$ cat config.mk
export PLATFORM = sky130hd
export DESIGN_NAME = enc4_to_2_seq
export DESIGN_NICKNAME = d
export VERILOG_FILES = /design/src/rtl/enc_dec_pkg.sv /design/src/rtl/enc4_sel.sv /design/src/rtl/enc4_to_2_seq.sv
export SDC_FILE = /design/constraint.sdc
export NUM_CORES = 1
export LEC_CHECK = 0
export BUFFER_PORTS_ARGS = -buffer_cell sky130_fd_sc_hd__buf_4
export CORE_AREA = 2 2 39 41
export CTS_CLUSTER_DIAMETER = 50
export CTS_CLUSTER_SIZE = 10
export DETAILED_ROUTE_END_ITERATION = 16
export DIE_AREA = 0 0 41 43
export PLACE_DENSITY = 0.57
export SLEW_MARGIN = 30
export SYNTH_ARGS = -nofsm -noshare
export SYNTH_HDL_FRONTEND = slang
export SYNTH_SLANG_ARGS = --single-unit
$ cat constraint.sdc
create_clock -name clk -period 1.5 [get_ports clk]
set_clock_uncertainty 0.15 [all_clocks]
set_input_delay 0.3 -clock clk [delete_from_list [all_inputs] [get_ports clk]]
set_output_delay 0.3 -clock clk [all_outputs]
set_load 0.005 [all_outputs]
$ cat src/rtl/enc_dec_pkg.sv
// ---------------------------------------------------------------------------
// enc_dec_pkg
// Shared definitions for the 4-to-2 encoder and its companion 2-to-4 decoder.
//   enc_state_t  : encoder handshake FSM states (IDLE, HOLD)
//   CODE_D0..3   : 2-bit codes for request lines D0..D3
//   onehot2()    : 2-bit code -> 4-bit one-hot. The encoder uses it to clear
//                  the served request; the decoder model uses it for decoding.
// ---------------------------------------------------------------------------
package enc_dec_pkg;

    typedef enum logic [0:0] {
        IDLE = 1'b0,
        HOLD = 1'b1
    } enc_state_t;

    localparam logic [1:0] CODE_D0 = 2'b00;
    localparam logic [1:0] CODE_D1 = 2'b01;
    localparam logic [1:0] CODE_D2 = 2'b10;
    localparam logic [1:0] CODE_D3 = 2'b11;

    function automatic logic [3:0] onehot2(input logic [1:0] code);
        logic [3:0] oh;
        oh = 4'b0000;
        oh[code] = 1'b1;
        return oh;
    endfunction

endpackage

$ cat src/rtl/enc4_sel.sv
// ---------------------------------------------------------------------------
// enc4_sel
// Combinational request selector for enc4_to_2_seq.
// Configuration macro: ENC_ROUND_ROBIN_EN
//   defined   : round-robin. The search starts below the last served index
//               (ptr-1, ptr-2, ptr-3, ptr, all mod 4). HI_FIRST is ignored.
//   undefined : fixed priority. HI_FIRST=1 makes D3 highest, HI_FIRST=0
//               makes D0 highest. ptr is ignored.
// Ports:
//   pending [3:0] in  : candidate request vector
//   ptr     [1:0] in  : last served index (round-robin only)
//   code    [1:0] out : code of the selected request (CODE_D0 when none)
//   any           out : at least one request pending
// ---------------------------------------------------------------------------
module enc4_sel
    import enc_dec_pkg::*;
#(
    parameter int HI_FIRST = 1
) (
    input  logic [3:0] pending,
    input  logic [1:0] ptr,
    output logic [1:0] code,
    output logic       any
);

    assign any = |pending;

`ifdef ENC_ROUND_ROBIN_EN
    logic unused_hi;
    assign unused_hi = (HI_FIRST != 0);

    logic [1:0] idx;
    logic       found;

    always_comb begin
        code  = CODE_D0;
        idx   = 2'b00;
        found = 1'b0;
        // Walk downward from ptr-1. The last served index is tried last.
        for (int k = 1; k <= 4; k++) begin
            idx = ptr - 2'(k);
            if (!found && pending[idx]) begin
                code  = idx;
                found = 1'b1;
            end
        end
    end
`else
    logic unused_ptr;
    assign unused_ptr = ^ptr;

    always_comb begin
        code = CODE_D0;
        if (HI_FIRST != 0) begin
            if (pending[3])      code = CODE_D3;
            else if (pending[2]) code = CODE_D2;
            else if (pending[1]) code = CODE_D1;
            else                 code = CODE_D0;
        end else begin
            if (pending[0])      code = CODE_D0;
            else if (pending[1]) code = CODE_D1;
            else if (pending[2]) code = CODE_D2;
            else if (pending[3]) code = CODE_D3;
        end
    end
`endif

endmodule

$ cat src/rtl/enc4_to_2_seq.sv
// ---------------------------------------------------------------------------
// enc4_to_2_seq
// Registered 4-to-2 priority encoder with a valid/ready output handshake.
// Requests on D3..D0 are captured into PEND while E=1. The selected request's
// code is presented on {A,B} with V. {A,B,V} can drive {A,B,E} of dec2_to_4
// directly.
// Configuration macro: ENC_ROUND_ROBIN_EN (round-robin selection, see enc4_sel)
// Parameters:
//   HI_FIRST : 1 = D3 has highest fixed priority, 0 = D0 has highest
//   STICKY   : 1 = requests are held in PEND until served,
//              0 = PEND is reloaded from D on every cycle
// Ports:
//   clk, rst : clock (rising edge), asynchronous active-high reset
//   E        : request enable; D3..D0 are sampled only while E=1
//   D0..D3   : request lines
//   RDY      : the consumer takes {A,B} on any edge where V & RDY
//   A, B     : code MSB / LSB
//   V        : {A,B} valid
//   PEND     : pending request vector, bit i = Di
// Handshake: {A,B} are stable while V=1 and RDY=0. A transfer happens on
// every edge where V & RDY. A higher-priority arrival never replaces a code
// that has not yet been accepted. The FSM state is the internal signal
// state_q; V is decoded from it.
// ---------------------------------------------------------------------------
module enc4_to_2_seq
    import enc_dec_pkg::*;
#(
    parameter int HI_FIRST = 1,
    parameter int STICKY   = 1
) (
    input  logic       clk,
    input  logic       rst,
    input  logic       E,
    input  logic       D0,
    input  logic       D1,
    input  logic       D2,
    input  logic       D3,
    input  logic       RDY,
    output logic       A,
    output logic       B,
    output logic       V,
    output logic [3:0] PEND
);

    enc_state_t state_q, state_d;
    logic [3:0] pend_q, pend_d;
    logic [1:0] code_q;
    logic [1:0] sel_code;
    logic [1:0] sel_ptr;
    logic [1:0] ptr_q;
    logic [3:0] sel_in;
    logic [3:0] set_v, clr_v;
    logic       sel_any;
    logic       hs;
    logic       load;

    assign hs    = (state_q == HOLD) && RDY;
    assign set_v = E ? {D3, D2, D1, D0} : 4'b0000;
    assign clr_v = hs ? onehot2(code_q) : 4'b0000;

    // The set term is applied after the clear, so a re-arriving request wins.
    always_comb begin
        pend_d = set_v;
        if (STICKY != 0) pend_d = (pend_q & ~clr_v) | set_v;
    end

    // In IDLE the selector looks at the registered vector, which gives the
    // two-cycle request-to-valid latency. On a HOLD handshake it looks at the
    // post-update vector so that the next code can follow back-to-back.
    assign sel_in = (state_q == HOLD) ? pend_d : pend_q;

`ifdef ENC_ROUND_ROBIN_EN
    // On a handshake the index being served becomes the new "last served"
    // index in this same cycle, ahead of the pointer register update.
    assign sel_ptr = hs ? code_q : ptr_q;
`else
    assign sel_ptr = 2'b00;
`endif

    enc4_sel #(
        .HI_FIRST(HI_FIRST)
    ) u_sel (
        .pending(sel_in),
        .ptr    (sel_ptr),
        .code   (sel_code),
        .any    (sel_any)
    );

    always_comb begin
        state_d = state_q;
        load    = 1'b0;
        case (state_q)
            IDLE: begin
                if (sel_any) begin
                    load    = 1'b1;
                    state_d = HOLD;
                end
            end
            HOLD: begin
                if (RDY) begin
                    if (sel_any) load    = 1'b1;
                    else         state_d = IDLE;
                end
            end
            default: state_d = IDLE;
        endcase
    end

    always_ff @(posedge clk or posedge rst) begin
        if (rst) begin
            state_q <= IDLE;
            pend_q  <= 4'b0000;
            code_q  <= CODE_D0;
        end else begin
            state_q <= state_d;
            pend_q  <= pend_d;
            if (load) code_q <= sel_code;
        end
    end

`ifdef ENC_ROUND_ROBIN_EN
    always_ff @(posedge clk or posedge rst) begin
        if (rst)     ptr_q <= 2'b00;
        else if (hs) ptr_q <= code_q;
    end
`else
    assign ptr_q = 2'b00;
    logic unused_ptr_q;
    assign unused_ptr_q = ^ptr_q;
`endif

    assign A    = code_q[1];
    assign B    = code_q[0];
    assign V    = (state_q == HOLD);
    assign PEND = pend_q;

endmodule

### After elaboration in Yosys (flattened, before gate mapping)

Index checks and enable logic that the tools add are counted.

| cells by class | value |
|---|---|
| add/sub/neg operators | 0 |
| multiply operators | 0 |
| div/mod/pow operators | 0 |
| magnitude comparators | 2 |
| equal/unequal tests | 0 |
| shift-type cells | 0 |
| multiplexer cells | 13 |
| bitwise logic cells | 4 |
| reductions and logical operators | 3 |

Operators by type and width:

| cell | number |
|---|---|
| $mux W4 | 3 |
| $mux W1 | 5 |
| $and A4 B4 Y4 | 1 |
| $mux W2 | 2 |
| $not A4 Y4 | 1 |
| $or A4 B4 Y4 | 1 |
| $pmux W1 S2 | 2 |
| $reduce_or A4 Y1 | 1 |
| $lt A2 B3 Y1 const B | 1 |
| $demux W1 S2 | 1 |
| $ge A2 B1 Y1 const B | 1 |
| $logic_and A1 B1 Y1 | 2 |
| $not A1 Y1 | 1 |

| word-level totals | value |
|---|---|
| register bits after elaboration | 7 |
| latch bits | 0 |
| memory bits (writable) | 0 |
| memory bits (read-only) | 0 |
| bits of input ports | 8 |
| memories kept | 0 |

### Depth between registers and ports, before layout

| logic depth | value |
|---|---|
| depth after elaboration | 13 |
| gate-level depth with buffers | 5 |
| gate-level depth less buffers | 4 |

### By module

From an unflattened synthesis, not the netlist that was laid out.

| unflattened totals | value |
|---|---|
| cell total of the unflattened synthesis | 42 |
| area, all modules | 395.4 µm² |

Modules (own cells, without submodules):

| module | times used | cells an instance | area each (µm²) | sequential area each (µm²) |
|---|---|---|---|---|
| enc4_to_2_seq | 1 | 38 | 371.6 | 175.2 |
| enc4_sel | 1 | 4 | 23.8 | 0.0 |

### Worst setup path before layout

Ideal clock, no wire load.

| path | value |
|---|---|
| path type | reg-to-reg |
| start point | reg state_q, in the netlist V |
| end point | reg code_q[1] |
| setup time | 0.118 ns |
| arrival time | 1.083 ns |
| required time | 1.232 ns |
| path slack | 0.149 ns |
| stages on the path, launching flop included | 6 |
| path buffers | 1 |
| cells stage by stage | dfrtp_1 > buf_6 > nand4_1 > a32oi_2 > a21oi_1 > a21o_1 |

| on the way | value |
|---|---|
| word-level cells in the longest chain between the ends | 10 |

Ends and longest elaborated chain:

| item | line | source |
|---|---|---|
| start: declaration | enc4_to_2_seq.sv:45 | `enc_state_t state_q, state_d;` |
| start signal: assignment | enc4_to_2_seq.sv:115 | `state_q <= state_d;` |
| $logic_and A1 B1 Y1 | enc4_to_2_seq.sv:57 | `assign hs = (state_q == HOLD) && RDY;` |
| $mux W4 | enc4_to_2_seq.sv:59 | `assign clr_v = hs ? onehot2(code_q) : 4'b0000;` |
| $not A4 Y4 | enc4_to_2_seq.sv:64 | `if (STICKY != 0) pend_d = (pend_q & ~clr_v) \| set_v;` |
| $and A4 B4 Y4 | enc4_to_2_seq.sv:64 |  |
| $or A4 B4 Y4 | enc4_to_2_seq.sv:64 |  |
| $mux W4 | enc4_to_2_seq.sv:70 | `assign sel_in = (state_q == HOLD) ? pend_d : pend_q;` |
| $reduce_or A4 Y1 | enc4_sel.sv:26 | `assign any = \|pending;` |
| $mux W1 | enc4_to_2_seq.sv:94, enc4_to_2_seq.sv:101 |  |
| $mux W1 | enc4_to_2_seq.sv:100 | `if (RDY) begin` |
| $pmux W1 S2 | enc4_to_2_seq.sv:92 | `case (state_q)` |
| end signal: assignment | enc4_to_2_seq.sv:117 | `if (load) code_q <= sel_code;` |
| end: declaration | enc4_to_2_seq.sv:47 | `logic [1:0] code_q;` |

Parallel ways exist; a longest one is shown, timed or not.
A chain may end at the register's enable or synchronous reset.

### Final worst setup path

| path | value |
|---|---|
| start point | reg code_q[0] |
| end point | reg code_q[1] |

| on the way | value |
|---|---|
| word-level cells in the longest chain between the ends | 13 |

Ends and longest elaborated chain:

| item | line | source |
|---|---|---|
| $lt A2 B3 Y1 (not written as such) or $ge A2 B1 Y1 (tied branches) | enc_dec_pkg.sv:24 | `oh[code] = 1'b1;` |
| $logic_and A1 B1 Y1 (not written as such) | enc_dec_pkg.sv:24 |  |
| $mux W1 (not written as such) | enc_dec_pkg.sv:24 |  |
| $demux W1 S2 * | enc_dec_pkg.sv:24 |  |
| $mux W4 * | enc4_to_2_seq.sv:59 |  |
| $not A4 Y4 * | enc4_to_2_seq.sv:64 |  |
| $and A4 B4 Y4 * | enc4_to_2_seq.sv:64 |  |
| $or A4 B4 Y4 * | enc4_to_2_seq.sv:64 |  |
| $mux W4 * | enc4_to_2_seq.sv:70 |  |
| $reduce_or A4 Y1 | enc4_sel.sv:26 |  |
| $mux W1 | enc4_to_2_seq.sv:94, enc4_to_2_seq.sv:101 |  |
| $mux W1 | enc4_to_2_seq.sv:100 |  |
| $pmux W1 S2 | enc4_to_2_seq.sv:92 |  |

Mark *: on every way between the ends. The rest lies on a longest branch, timed or not.

==> results by group <==
Run status
  – Result of the run: complete, no violations

Synth
  – Count of cell types in the netlist: 22
  – FFs w/ async S/R, synth: 100%
  – Post-synthesis cell count: 38
  – Cell accounting for the most synthesized area: dfrtp_1
  – Synth top area cells: dfrtp_1, nand2_1, a22o_1, a32oi_1, a32oi_2
  – Proportion of synthesized chip area in sequential cells: ~43%
  – Number of warnings issued by yosys: 0
  – Synth Register Bits: 7
  – Post-synthesis area per instance: 10.7 µm²
  – Post-Synthesis Net Count: 46
  – Top_reg_cell synth: dfrtp_1
  – Number of enable-type register cells in the synthesized netlist: 0
  – Post-synth top area share: 43.1%
  – Synthesized cell area: 407 µm²

Power and ir drop
  – Overall power after layout: 0.753 mW
  – Max IR drop VDD: 0.000490 V
  – Total leakage power: 0.271 nW
  – Power per Cell Area: 1200 mW/mm²

Setup path
  – Buffers and inverters on the worst path: 0
  – Delay contributed by the slowest stage of the critical path: 0.44 ns
  – Data arrival time at the worst-slack endpoint: 1.45 ns
  – Crit-path leading delay family: compound AO/OA/AOI/OAI gates
  – Beginning of the critical path: code_q[0]$_DFFE_PP0P_
  – Crit path required time: 1.49 ns
  – Kind of launch point of the worst setup path: flop
  – Critical-path cell list: nand4b_1 > a32oi_2 > a21oi_1 > a21o_1
  – Crit Path Class: reg2reg
  – Crit Reg-Reg Startpoint: code_q[0]$_DFFE_PP0P_
  – Critical path fanouts, max: 5
  – Critical Path Sink Type: flop
  – Cell at the slowest stage of the critical path: dfrtp_2

Final layout
  – Most frequent cells in the layout: buf_4, dfrtp_1, nand2_1
  – FF/Latch Area: 178 µm²
  – Fillcell total: 144
  – Most common cell after layout, fill and taps aside: buf_4
  – Layout cell share with drive strength beyond 1: 52.5%
  – N_diodes: 0
  – Number of non-filler instances in the completed layout: 77
  – Post-layout nets: 70
  – Area taken by multi-input logic gates: 234 µm²
  – Post-synthesis to final-layout area growth: 53.8%

GRT
  – Wire length of the first global-routing pass: 1580 µm
  – Grt total ovfl: 0
  – Maximum number of pins on one net before global-route repair: 11
  – Vias in the first global route: 370
  – Global Route Usage Sum: 13.8%
  – Initial antenna violation count: 0

Die
  – Initial cell density of the core: 29.4%
  – I/O pin count: 15
  – Die area: around 0.0018 mm²
  – Die H: 43 µm
  – Core region area: 0.00138 mm²
  – Rows: 14
  – Chip Width: 41 µm

Timing
  – Final hold viol count: 0
  – FMAX: 0.686 GHz
  – Setup repair after global routing missed its margin: true
  – Relative slew slack: about four fifths
  – Endpoints failing setup: 0
  – Slew at the pin closest to its max-slew limit: roughly 0.28 ns
  – Tmin final: 1.46 ns
  – Final count of pins violating max slew: 0
  – Part of the cycle the worst path needs: 97.2%

Clock tree
  – Clock network latency to the later pin of the worst-skew pair: 0.25 ns
  – Clock Tree Buf Depth: 2
  – Number of clock buffers inserted by TritonCTS: 3
  – TritonCTS clock tree: built
  – Clock root cell: clkbuf_4
  – CTS H-Tree Depth: 1
  – Clock transition time at the flip-flop clock pins of the worst setup and hold paths: about 0.050 ns
  – Num Clock Sinks: 7

Place
  – Count of placed standard cells including taps: 70
  – Input/output buffers: 14
  – Half-perimeter wire length after placement: around 800 µm
  – Weighted congestion at the end of routability-driven global placement: roughly 0.8

Job
  – Number of max-capacitance violations reported: 0

Drt
  – Via count: ~420
  – Total Wirelength: 1080 µm
  – Routed via count divided by cell count: 5.42
  – Wire length per cell: ~14 µm
  – Detailed Route Iter0 Violations: 14
  – Post-route DRC: 0
  – Iteration count of the initial detailed-routing pass: 4
  – Antenna Violating Nets Remaining: 0

Min path
  – Hold path start: D0
  – Min-delay worst type: in2reg
## per-stage QoR
stage	setup TNS [ns]	utilization [%]	hold slack [ns]	setup slack (ns)	instance area [µm²]
2_1_floorplan	0	-	-0.0466	0.149	407
3_3_place_gp	-0.0628	39.4	0.104	-0.0628	546
3_5_place_dp	-0.0773	39.4	0.104	-0.0773	546
4_1_cts	0	42.1	0.134	0.000733	583
5_1_grt	-0.0485	45.2	0.136	-0.0380	626
6_report	0	45.2	0.133	0.0418	626
## Yosys cell counts, types with 2 or more instances
master and n:
nand2_1 6, a22o_1 2, a31oi_1 2, nand3_1 2, inv_1 2, a32oi_1 2
dfrtp_1 7
## flip-flops by register name, indices dropped and copies added (netlist names)
register  count
PEND          4
code_q        2
V             1
## metal layers
layer / wire (µm) / vias up / GRT usage, % / share of wire (%)
li1: - / 195 / - / -
met1: 474 / 205 / 17.3 / 44
met2: 508 / 15 / 18.8 / 47
met3: 81 / 2 / 6.28 / 7.5
met4: 19 / 0 / 8.00 / 1.8
met5: 0 / - / 0 / 0
## power by group
part           leakage (nW)  internal (mW)  total, mW  switching (mW)
logic                 0.185          0.175      0.297           0.122
registers            0.0712          0.234      0.290          0.0562
clock network        0.0150          0.101      0.166          0.0646
total                 0.271          0.510      0.753           0.242
## area by class of cell
type                            count  share of cell area (%)
Timing Repair Buffer               21                    25.6
Tap cell                           16                    3.20
Inverter                            2                    1.20
Multi-Input combinational cell     27                    37.4
Clock buffer                        4                    4.20
Sequential cell                     7                    28.4
## repair_timing
action,CTS,global route
gates resized for setup,1,5
hold endpoints to repair,7,0
setup endpoints to repair,2,3
hold buffers,1,0
pin swaps,0,4
buffers inserted,0,2
## logic make-up (layout without fill, tap and decap cells)
kind of cell           Yosys count  after routing  synth area share (%)
AO/OA/AOI/OAI                   13             13                  29.5
flip-flops                       7              7                  43.1
AND/OR/NAND/NOR                 14             14                  21.5
buffers and inverters            4             27                  5.85
## worst register-to-register path, cell delays in order, from the launching register on
cell and delay [ns]:
dfrtp_2 0.44, nand4b_1 0.25, a32oi_2 0.23, a21oi_1 0.11
a21o_1 0.16
## path summary, 6_finish.rpt
| path | end | slack (ns) | cells after the start |
|---|---|---|---|
| min reg2reg | PEND[3]$_DFF_PP0_ | 0.41 | 1 |
| min | PEND[0]$_DFF_PP0_ | 0.13 | 3 |
| max reg2reg | code_q[1]$_DFFE_PP0P_ | 0.04 | 4 |
| max in group asynchronous | V$_DFF_PP0_ | 0.57 | 3 |
| min in group asynchronous | PEND[1]$_DFF_PP0_ | 0.40 | 3 |
| max | code_q[1]$_DFFE_PP0P_ | 0.04 | 4 |
Note: power is estimated with default switching activity, not from simulation.
